$ cat config.mk
export PLATFORM = sky130hd
export DESIGN_NAME = imm_gen_ctrl
export DESIGN_NICKNAME = d
export VERILOG_FILES = /design/src/rtl/imm_gen_ctrl.sv
export SDC_FILE = /design/constraint.sdc
export NUM_CORES = 1
export LEC_CHECK = 0
export BUFFER_PORTS_ARGS = -buffer_cell sky130_fd_sc_hd__buf_2
export CAP_MARGIN = 20
export CORE_UTILIZATION = 35
export DETAILED_ROUTE_END_ITERATION = 8
export HOLD_SLACK_MARGIN = 0.15
export PLACE_DENSITY = 0.56
export SKIP_CTS_REPAIR_TIMING = 1
export SLEW_MARGIN = 25
export SYNTH_ARGS = -nofsm -noshare
export SYNTH_HDL_FRONTEND = slang
export SYNTH_SLANG_ARGS = --single-unit
$ cat constraint.sdc
create_clock -name clk -period 4.7 [get_ports clk]
set_clock_uncertainty 0.1 [all_clocks]
set_input_delay 0 -clock clk [delete_from_list [all_inputs] [get_ports clk]]
set_output_delay 0 -clock clk [all_outputs]
set_load 0.005 [all_outputs]
$ cat src/rtl/imm_gen_ctrl.sv
// Immediate-generation decode stage: classifies RV32I instructions, builds the
// sign-extended immediate and buffers results in a 2-entry FIFO with valid/ready.
module imm_gen_ctrl #(
  parameter int TAG_W = 32,
  parameter int CNT_W = 8
) (
  input  logic             clk,
  input  logic             reset,
  input  logic             in_valid,
  output logic             in_ready,
  input  logic [31:0]      instr,
  input  logic [TAG_W-1:0] in_tag,
  output logic             out_valid,
  input  logic             out_ready,
  output logic [31:0]      imm,
  output logic [2:0]       fmt,
  output logic [TAG_W-1:0] out_tag,
  output logic [CNT_W-1:0] err_cnt
);

  localparam logic [1:0] ST_EMPTY = 2'd0;
  localparam logic [1:0] ST_ONE   = 2'd1;
  localparam logic [1:0] ST_FULL  = 2'd2;

  localparam logic [2:0] FMT_R   = 3'd0;
  localparam logic [2:0] FMT_I   = 3'd1;
  localparam logic [2:0] FMT_S   = 3'd2;
  localparam logic [2:0] FMT_B   = 3'd3;
  localparam logic [2:0] FMT_U   = 3'd4;
  localparam logic [2:0] FMT_J   = 3'd5;
  localparam logic [2:0] FMT_ILL = 3'd7;

  localparam logic [CNT_W-1:0] CNT_MAX = {CNT_W{1'b1}};

  logic [1:0]       state_q, state_d;
  logic             wr_ptr_q, wr_ptr_d;
  logic             rd_ptr_q, rd_ptr_d;
  logic [31:0]      imm_mem_q [0:1];
  logic [31:0]      imm_mem_d [0:1];
  logic [2:0]       fmt_mem_q [0:1];
  logic [2:0]       fmt_mem_d [0:1];
  logic [TAG_W-1:0] tag_mem_q [0:1];
  logic [TAG_W-1:0] tag_mem_d [0:1];
  logic [CNT_W-1:0] err_cnt_q, err_cnt_d;

  logic [6:0]  opcode;
  logic [31:0] dec_imm;
  logic [2:0]  dec_fmt;
  logic        push;
  logic        pop;

  assign opcode = instr[6:0];

  always_comb begin
    dec_imm = 32'd0;
    dec_fmt = FMT_ILL;
    case (opcode)
      7'b0010011, 7'b0000011, 7'b1100111, 7'b1110011: begin
        dec_imm = {{20{instr[31]}}, instr[31:20]};
        dec_fmt = FMT_I;
      end
      7'b0100011: begin
        dec_imm = {{20{instr[31]}}, instr[31:25], instr[11:7]};
        dec_fmt = FMT_S;
      end
      7'b1100011: begin
        dec_imm = {{19{instr[31]}}, instr[31], instr[7], instr[30:25], instr[11:8], 1'b0};
        dec_fmt = FMT_B;
      end
      7'b0110111, 7'b0010111: begin
        dec_imm = {instr[31:12], 12'b0};
        dec_fmt = FMT_U;
      end
      7'b1101111: begin
        dec_imm = {{11{instr[31]}}, instr[31], instr[19:12], instr[20], instr[30:21], 1'b0};
        dec_fmt = FMT_J;
      end
      7'b0110011: begin
        dec_imm = 32'd0;
        dec_fmt = FMT_R;
      end
      default: begin
        dec_imm = 32'd0;
        dec_fmt = FMT_ILL;
      end
    endcase
  end

  // Handshake flags come purely from registered occupancy, so in_ready never
  // combinationally depends on out_ready.
  assign in_ready  = (state_q != ST_FULL);
  assign out_valid = (state_q != ST_EMPTY);
  assign push      = in_valid & in_ready;
  assign pop       = out_valid & out_ready;

  always_comb begin
    state_d = state_q;
    case (state_q)
      ST_EMPTY: if (push) state_d = ST_ONE;
      ST_ONE: begin
        if (push && !pop)      state_d = ST_FULL;
        else if (pop && !push) state_d = ST_EMPTY;
      end
      ST_FULL:  if (pop) state_d = ST_ONE;
      default:  state_d = ST_EMPTY;
    endcase
  end

  always_comb begin
    wr_ptr_d  = wr_ptr_q;
    rd_ptr_d  = rd_ptr_q;
    imm_mem_d = imm_mem_q;
    fmt_mem_d = fmt_mem_q;
    tag_mem_d = tag_mem_q;
    err_cnt_d = err_cnt_q;
    if (push) begin
      imm_mem_d[wr_ptr_q] = dec_imm;
      fmt_mem_d[wr_ptr_q] = dec_fmt;
      tag_mem_d[wr_ptr_q] = in_tag;
      wr_ptr_d            = ~wr_ptr_q;
      if (dec_fmt == FMT_ILL && err_cnt_q != CNT_MAX) begin
        err_cnt_d = err_cnt_q + 1'b1;
      end
    end
    if (pop) begin
      rd_ptr_d = ~rd_ptr_q;
    end
  end

  // Clearing the entry storage makes the head read back as zero after reset.
  always_ff @(posedge clk or posedge reset) begin
    if (reset) begin
      state_q      <= ST_EMPTY;
      wr_ptr_q     <= 1'b0;
      rd_ptr_q     <= 1'b0;
      imm_mem_q[0] <= 32'd0;
      imm_mem_q[1] <= 32'd0;
      fmt_mem_q[0] <= 3'd0;
      fmt_mem_q[1] <= 3'd0;
      tag_mem_q[0] <= '0;
      tag_mem_q[1] <= '0;
      err_cnt_q    <= '0;
    end else begin
      state_q   <= state_d;
      wr_ptr_q  <= wr_ptr_d;
      rd_ptr_q  <= rd_ptr_d;
      imm_mem_q <= imm_mem_d;
      fmt_mem_q <= fmt_mem_d;
      tag_mem_q <= tag_mem_d;
      err_cnt_q <= err_cnt_d;
    end
  end

  assign imm     = imm_mem_q[rd_ptr_q];
  assign fmt     = fmt_mem_q[rd_ptr_q];
  assign out_tag = tag_mem_q[rd_ptr_q];
  assign err_cnt = err_cnt_q;

endmodule

Word level (Yosys, flattened, before mapping):

Index checks and enable logic that the tools add are counted.

* latch bits: 0
* bits in read-only memories: 0
* input bits: 68
* output and inout port bits: 77
* word-level logic and storage cells: 73
* RAM bits: 0
* flip-flop bits (word level): 146
* memories: 0

* equal/unequal tests: 18
* $mul: 0
* mux-type cells: 23
* $add $sub $neg: 1
* magnitude comparators: 3
* bitwise logic cells: 6
* shift-type cells: 0
* reduce and logical (&&, ||, !) cells: 12
* divide/modulo/power cells: 0

Operators with widths (count)
* $mux W32: 7
* $pmux W32 S5: 1
* $bwmux W64: 2
* $demux W32 S1: 1
* $eq A7 B7 Y1 const B: 4
* $eq A7 B6 Y1 const B: 3
* $pmux W3 S6: 1
* $eq A7 B5 Y1 const B: 2
* $mux W3: 4
* $add A8 B1 Y8 const B: 1
* $mux W2: 4
* $ne A8 B8 Y1 const B: 1
* $eq A7 B2 Y1 const B: 1
* $bwmux W6: 1
* $ne A2 B2 Y1 const B: 3
* $pmux W2 S3: 1
* $ge A2 B2 Y1 const B: 2
* $logic_and A1 B1 Y1: 4
* $not A1 Y2: 2
* $reduce_or A4 Y1: 1
* $demux W3 S1: 1
* $eq A3 B3 Y1 const B: 1
* $ne A3 B3 Y1 const B: 1
* $reduce_and A3 Y1: 1
* 10 further kinds: 13

Longest topological paths before layout:

Gate-level depths: netlist of run 1.

* word-level depth: 7
* gate-level depth with buffers: 8
* depth with buffers taken out: 6

Worst setup path before layout of run 1:

No wires, ideal clock.

* path kind: register to register
* start: register err_cnt_q[0] (netlist: err_cnt[0])
* end: register err_cnt_q[1] (netlist: err_cnt[1])
* clock period less this slack: 1744 ps
* stages on the path, launching flop included: 6
* library setup time: 125 ps
* slack: 2956 ps
* data required time: 4475 ps
* buffers on the path: 0
* arrival: 1519 ps
* cell sequence: dfrtp_1 > ha_1 > nand3_1 > o22ai_1 > a211oi_4 > mux2_2

* word-level cells in the longest chain between the ends: 3
* elaborated cells on any way between the ends: 4
* those cells by class: 1 x add/sub; 1 x eq/ne; 2 x reduce/logical

Ends and longest elaborated chain
* start: declaration: RTL line 44 `logic [CNT_W-1:0] err_cnt_q, err_cnt_d;`
* start signal: assignment: RTL line 150 `err_cnt_q <= err_cnt_d;`
* branches (longest 3 deep; another with $add A8 B1 Y8)

Parallel ways; which one is timed is not known.
A chain may end at the register's enable or synchronous reset.

Final worst setup path of run 1:

* start: register state_q[0]
* end: register imm_mem_q[24] (netlist bit)

* word-level cells in the longest chain between the ends: 2

Ends and longest elaborated chain
* start: declaration: RTL line 35 `logic [1:0] state_q, state_d;`
* start signal: assignment: RTL line 144 `state_q <= state_d;`
* $ne A2 B2 Y1: RTL line 91 `assign in_ready = (state_q != ST_FULL);`
* $and A1 B1 Y1: RTL line 93 `assign push = in_valid & in_ready;`
* via push: RTL line 49 `logic push;`
* end signal: assignment: RTL line 147 `imm_mem_q <= imm_mem_d;`
* end: declaration: RTL line 38 `logic [31:0] imm_mem_q [0:1];`

The timed path passes the listed nets, and every way through them passes these cells.

==> flow_summary.toml, run 1 <==
[route]
via_per_inst = 4.72
drtPass1Iterations = 4
drc = 0
drtIter0Drc = 313
routed_wl_mm = 17.2
detail_route.wl_per_cell_um = 15.0
via_count = 5417
ant_nets = 0

[outcome]
outcome = "finished, final reports clean"

[grt]
grt_pass1_wl_mm = 27.3
grt_pass1_vias = 5195
grt_max_degree = 101
grt_use_total_pct = 17.6
grt.overflow.total = 0
antenna_found_initial = 0

[cells_and_area]
syn_to_final_growth_pct = 32.3
drive_above_1_share_pct = 31.6
fin_nets = 945
antenna_cells = 0
stdcell_area_sq_mm = 0.00898
stdcell_count = 1147
fin_util_pct = 47.5

[worst_setup_path]
cp.arrival_ns = 2.54
reg2reg_depth = 6
crit_type = "reg2reg"
path_max_fanout = 45
crit_path_start_kind = "flop"
timing.rr.start = "state_q[0]$_DFFE_PP0P_"
rrSetupSlack_ns = 2.31
cp-end-kind = "flop"
rr_endpoint = "imm_mem_q[24]$_DFFE_PP0P_"
required_ns = 4.85

[clocking]
root_buffer = "clkbuf_16"
cts.sinks = 146
h-tree-depth = 4
cts_tree = "built"
clk_path_buf_depth = 2
clk_latency_ns = 0.41
cts.clk_slew.worst_paths_ns = 0.06
numCtsBuffers = 17

[sta]
max_freq_mhz = 419
finalCritPeriodShare_pct = 50.8
setup_tns_ns = 0
tightest_slew_ns = 1.03
finalHoldViolations = 0
slew_headroom_pct = 31.4
layout_min_cycle_time_ns = 2.39
rsz0062_at_grt = "no"
setup_viol = 0
drv_slew = 0

[yosys]
synth_common_cells = "nand2_1 (226), dfrtp_1 (146), mux2_2 (84)"
ys_warn_count = 0
synth-main-ff-cell = "dfrtp_1"
avgSynthCellArea_sq_um = 9.96
synth-edff-count = 0
synth_area_sq_mm = 0.00679
yosysUniqueCellTypes = 46
synth_largest_area_cell = "dfrtp_1"
synth_nets = 752
synth_cells = 682
yosysSeqAreaShare_pct = 53.8
async_reset_ff_share_pct = 100
synth.area.top_cells = "dfrtp_1 (54%), mux2_2 (14%), nand2_1 (12%)"
synth_top_area_share_pct = 53.8
synth.most_common_cell = "nand2_1"
ys_ff_latch = 146

[floorplan]
dieWidth_um = 141
dieArea_sq_mm = 0.0200
coreArea_sq_mm = 0.0189
std_cell_rows = 50
start_util_pct = 35.9
fp.dieH_um = 141
io_pins = 145

[placement]
place_congestion = 0.771
post_dp_cell_area_sq_mm = 0.00768
dp.cells = 1051
dpl.hpwl_mm = 10.7
port_buffers = 144

[power]
p_per_area_mw_per_mm2 = 620
p_total_mw = 5.57
max-vdd-ir-drop_mv = 0.283
p_leak_nw = 4.46

[flow_run]
maxCapViolations = 0

[hold_path]
holdCritStartpoint = "instr[4]"
hold_path_depth = 4
whs_endpoint = "fmt_mem_q[0]$_DFFE_PP0P_"
hold_path_class = "in2reg"
## critical path, cell delays in order (launching register included)
cell and delay [ns]:
dfrtp_1 0.39, nand2b_2 0.18, nand2_2 0.14, inv_1 0.18
nand2_4 0.34, nor2_1 0.74, a21oi_1 0.15
## state kept, by name, indices dropped and copies added, names as in the netlist
| register | count |
|---|---|
| wr_ptr_q | 1 |
| state_q | 2 |
| fmt_mem_q | 6 |
| err_cnt | 8 |
| imm_mem_q | 64 |
| rd_ptr_q | 1 |
| tag_mem_q | 64 |
## report_power, final
group	total, mW	internal, mW	switching, mW	leakage, nW
combinational	1.90	0.983	0.918	2.33
clock	1.49	0.981	0.512	0.308
sequential	2.18	1.77	0.404	1.82
## final cells by class
cell class	instances	area, sq um
clock buffer	22	474
clock inverter	9	178
fill	1860	9910
inverter	5	23.8
multi-input combinational	492	2920
sequential	146	3660
tap	260	325
timing repair buffer	213	1400
## routing by layer
metal  GRT usage (%)  share of wire, %
met4            4.23              0.56
met2            27.4                47
met5               0                 0
met1            24.5                48
met3            4.72               4.9
## kinds of logic (layout without fill, tap and decap cells)
group | after synthesis | after routing | share of synthesized area, %
AOI/OAI and AO/OA | 77 | 77 | 7.18
xor gates and xnor gates | 8 | 8 | 1.03
adders and majority gates | 2 | 2 | 0.368
buffers and inverters | 44 | 249 | 3.39
DFF | 146 | 146 | 53.8
muxes | 86 | 86 | 14.2
and+or+nand+nor | 319 | 319 | 20.0
## how the worst max path moves through the flow
stage                                      start  depth (start not counted)                   endpoint  slack, ns
after floorplan                            reset                          1     err_cnt[0]$_DFFE_PP0P_       0.68
after global placement    state_q[0]$_DFFE_PP0P_                          6  imm_mem_q[25]$_DFFE_PP0P_       2.03
after detailed placement  state_q[0]$_DFFE_PP0P_                          6  imm_mem_q[30]$_DFFE_PP0P_       1.93
after CTS                 state_q[0]$_DFFE_PP0P_                          6  imm_mem_q[30]$_DFFE_PP0P_       1.94
after global routing      state_q[0]$_DFFE_PP0P_                          6  imm_mem_q[24]$_DFFE_PP0P_       2.10
final                     state_q[0]$_DFFE_PP0P_                          6  imm_mem_q[24]$_DFFE_PP0P_       2.31
## placed cells by master, fill, tap and decap left out, types with 5 or more instances in the layout
master,netlist,routed
a21oi_1,45,45
dlygate4sd3_1,0,65
nor2_1,50,49
dfrtp_1,146,145
bufinv_16,0,5
clkbuf_16,0,17
nor2_4,4,5
o21ai_0,6,6
buf_2,19,144
nand2_1,226,226
a22o_1,16,16
xnor2_1,5,5
mux2_2,84,84
nand4_1,5,5
## stage by stage
stage / setup slack [ns] / hold slack [ns]
global route: 2.10 / 0.171
CTS: 1.94 / -0.333
global placement: 2.03 / 0.110
detailed placement: 1.93 / 0.110
finish: 2.31 / 0.107
floorplan: 0.677 / 0.00544
Power figures use the tool's default switching activity.
==> run 2: changes to the inputs <==
--- a/config.mk
+++ b/config.mk
@@ -5,6 +5,7 @@
 export SDC_FILE = /design/constraint.sdc
 export NUM_CORES = 1
 export LEC_CHECK = 0
+export ABC_AREA = 1
 export BUFFER_PORTS_ARGS = -buffer_cell sky130_fd_sc_hd__buf_2
 export CAP_MARGIN = 20
 export CORE_UTILIZATION = 35
==> constraint.sdc (replaced) <==
create_clock -name clk -period 2.2 [get_ports clk]
set_clock_uncertainty 0.1 [all_clocks]
set_input_delay 0 -clock clk [delete_from_list [all_inputs] [get_ports clk]]
set_output_delay 0 -clock clk [all_outputs]
set_load 0.005 [all_outputs]
==> flow_summary.toml, run 2 <==
[outcome]
outcome = "finished, final reports clean"

[placement]
place_congestion = 0.822
dp_slack_ns = 0.470
post_dp_cell_area_sq_mm = 0.00808
dpl.hpwl_mm = 12.4
port_buffers = 144

[sta]
max_freq_mhz = 517
finalHoldViolations = 0
rsz0062_at_grt = "no"
layout_min_cycle_time_ns = 1.94
holdWs_ns = 0.0912
tightest_slew_ns = 0.589
setup_slack_ns = 0.264
setup_tns_ns = 0
setup_viol = 0
finalCritPeriodShare_pct = 88.0
slew_headroom_pct = 60.7
drv_slew = 0

[yosys]
synth_nets = 1008
synth-edff-count = 0
yosysSeqAreaShare_pct = 51.4
synth_common_cells = "nand2_1 (474), dfrtp_1 (146), o21ai_0 (95)"
synth_top_area_share_pct = 51.4
async_reset_ff_share_pct = 100
synth_compound_area_share_pct = 8.69
synth-main-ff-cell = "dfrtp_1"
synth_top_family_by_area = "simple AND/OR/NAND/NOR gates"
synth-xor-area-share_pct = 0.493
muxShareOfSynthArea_pct = 0
ys_ff_latch = 146
synth.area.top_cells = "dfrtp_1 (51%), nand2_1 (25%), o21ai_0 (6.7%)"
synth_area_sq_mm = 0.00711
synth_largest_area_cell = "dfrtp_1"
ys_warn_count = 0
synth_cells = 938
avgSynthCellArea_sq_um = 7.58
synthAdderAreaFrac_pct = 0.352
yosysUniqueCellTypes = 32
synth.most_common_cell = "nand2_1"
yosys.area_share.simple_pct = 31.3

[worst_setup_path]
crit_path_start_kind = "flop"
crit_type = "reg2out"
rr_endpoint = "err_cnt[7]$_DFFE_PP0P_"
rrSetupSlack_ns = 0.46
cp.arrival_ns = 1.84
reg2reg_depth = 7
path_max_fanout = 29
cp-end-kind = "output port"
timing.rr.start = "err_cnt[0]$_DFFE_PP0P_"
required_ns = 2.10

[clocking]
numCtsBuffers = 17
cts.clk_slew.worst_paths_ns = 0.06
clk_path_buf_depth = 2
cts_tree = "built"
clk_latency_ns = 0.42
cts.sinks = 146
root_buffer = "clkbuf_16"
h-tree-depth = 4

[grt]
grt_max_degree = 105
grt_use_total_pct = 18.9
grt_pass1_vias = 5926
grt_pass1_wl_mm = 30.2
grt.overflow.total = 0
antenna_found_initial = 0

[floorplan]
io_pins = 145
std_cell_rows = 51
fp.dieH_um = 145
coreArea_sq_mm = 0.0197
dieWidth_um = 145
dieArea_sq_mm = 0.0209
start_util_pct = 36.1

[route]
drtPass1Iterations = 5
detail_route.wl_per_cell_um = 13.6
routed_wl_mm = 19.2
drc = 0
via_count = 6564
ant_nets = 0
via_per_inst = 4.64
drtIter0Drc = 390

[power]
swShare_pct = 37.0
p_leak_nw = 5.05
p_total_mw = 10.3
cellInternalPower_mw = 6.51
p_comb_share_pct = 33.5
p_clk_share_pct = 27.9
switchingPower_mw = 3.83
max-vdd-ir-drop_mv = 0.597
p_per_area_mw_per_mm2 = 1110
power_frac_seq_pct = 38.5

[cells_and_area]
final_common_cell = "nand2_1"
layout_common_cells = "nand2_1 (474), dfrtp_1 (145), buf_2 (144)"
fin_nets = 1208
antenna_cells = 0
syn_to_final_growth_pct = 31.2
drive_above_1_share_pct = 19.6
stdcell_area_sq_mm = 0.00933

[hold_path]
hold_path_class = "in2async"

[flow_run]
maxCapViolations = 0
[run 2: cell count changes after synthesis, moves of 16 or more]
cell | previous run | this run
a21oi_1 | 45 | 0
a22o_1 | 16 | 0
inv_1 | 5 | 69
mux2_2 | 84 | 0
nand2_1 | 226 | 474
nand3_1 | 4 | 23
nor2_1 | 50 | 14
o21ai_0 | 6 | 95
o21ai_1 | 0 | 17
[run 2: how the worst max path moves through the flow]
stage                      startpoint                endpoint
4_1_cts          rd_ptr_q$_DFFE_PP0P_                 imm[11]
5_1_grt          rd_ptr_q$_DFFE_PP0P_                  imm[0]
6_report         rd_ptr_q$_DFFE_PP0P_                 imm[26]
2_1_floorplan                   reset  err_cnt[0]$_DFFE_PP0P_
3_3_place_gp   err_cnt[0]$_DFFE_PP0P_  err_cnt[1]$_DFFE_PP0P_
3_5_place_dp   err_cnt[0]$_DFFE_PP0P_  err_cnt[7]$_DFFE_PP0P_
[run 2: final cells by class]
cell class	instances	area, sq um
fillers	1958	10400
multi-input cells	671	2910
repair buffers	227	1570
well taps	265	332
clock buffers	17	425
flip-flops and latches	146	3660
clock inverters	14	154
inverters	75	285
[run 2: stage by stage]
step | std cells | utilization [%]
6_report | 1415 | 47.3
3_5_place_dp | 1317 | 41.0
2_1_floorplan | 938 | -
5_1_grt | 1415 | 47.3
3_3_place_gp | 1317 | 41.0
4_1_cts | 1348 | 43.9
[run 2: layer usage]
metal  up-vias  global-route usage, %  wire, um
li1       3304                      -         -
met1      3087                   25.7      9170
met2       145                   29.9      9000
met3        28                   3.54       709
met4         0                   6.93       339
met5         -                      0         0
[run 2: cell families (layout without fill, tap and decap cells)]
kind of cell | after synthesis | after routing
compound gates | 118 | 118
xor+xnor | 4 | 4
fa+ha+maj | 2 | 2
buf+inv | 121 | 333
flops | 146 | 146
simple gates | 547 | 547
[run 2: power by group through the flow]
stage                     clock [mW]  combinational, mW  sequential, mW
after floorplan                    0               2.23            3.85
after global placement             0               3.40            4.01
after detailed placement           0               3.44            4.03
after CTS                       2.95               3.45            3.99
after global routing            3.07               3.99            4.10
final                           2.89               3.47            3.99
[run 2: worst max-delay path, stage by stage, from the launching register on]
cell and delay, ns:
dfrtp_4 0.64, buf_4 0.24, o21ai_0 0.34, buf_2 0.19
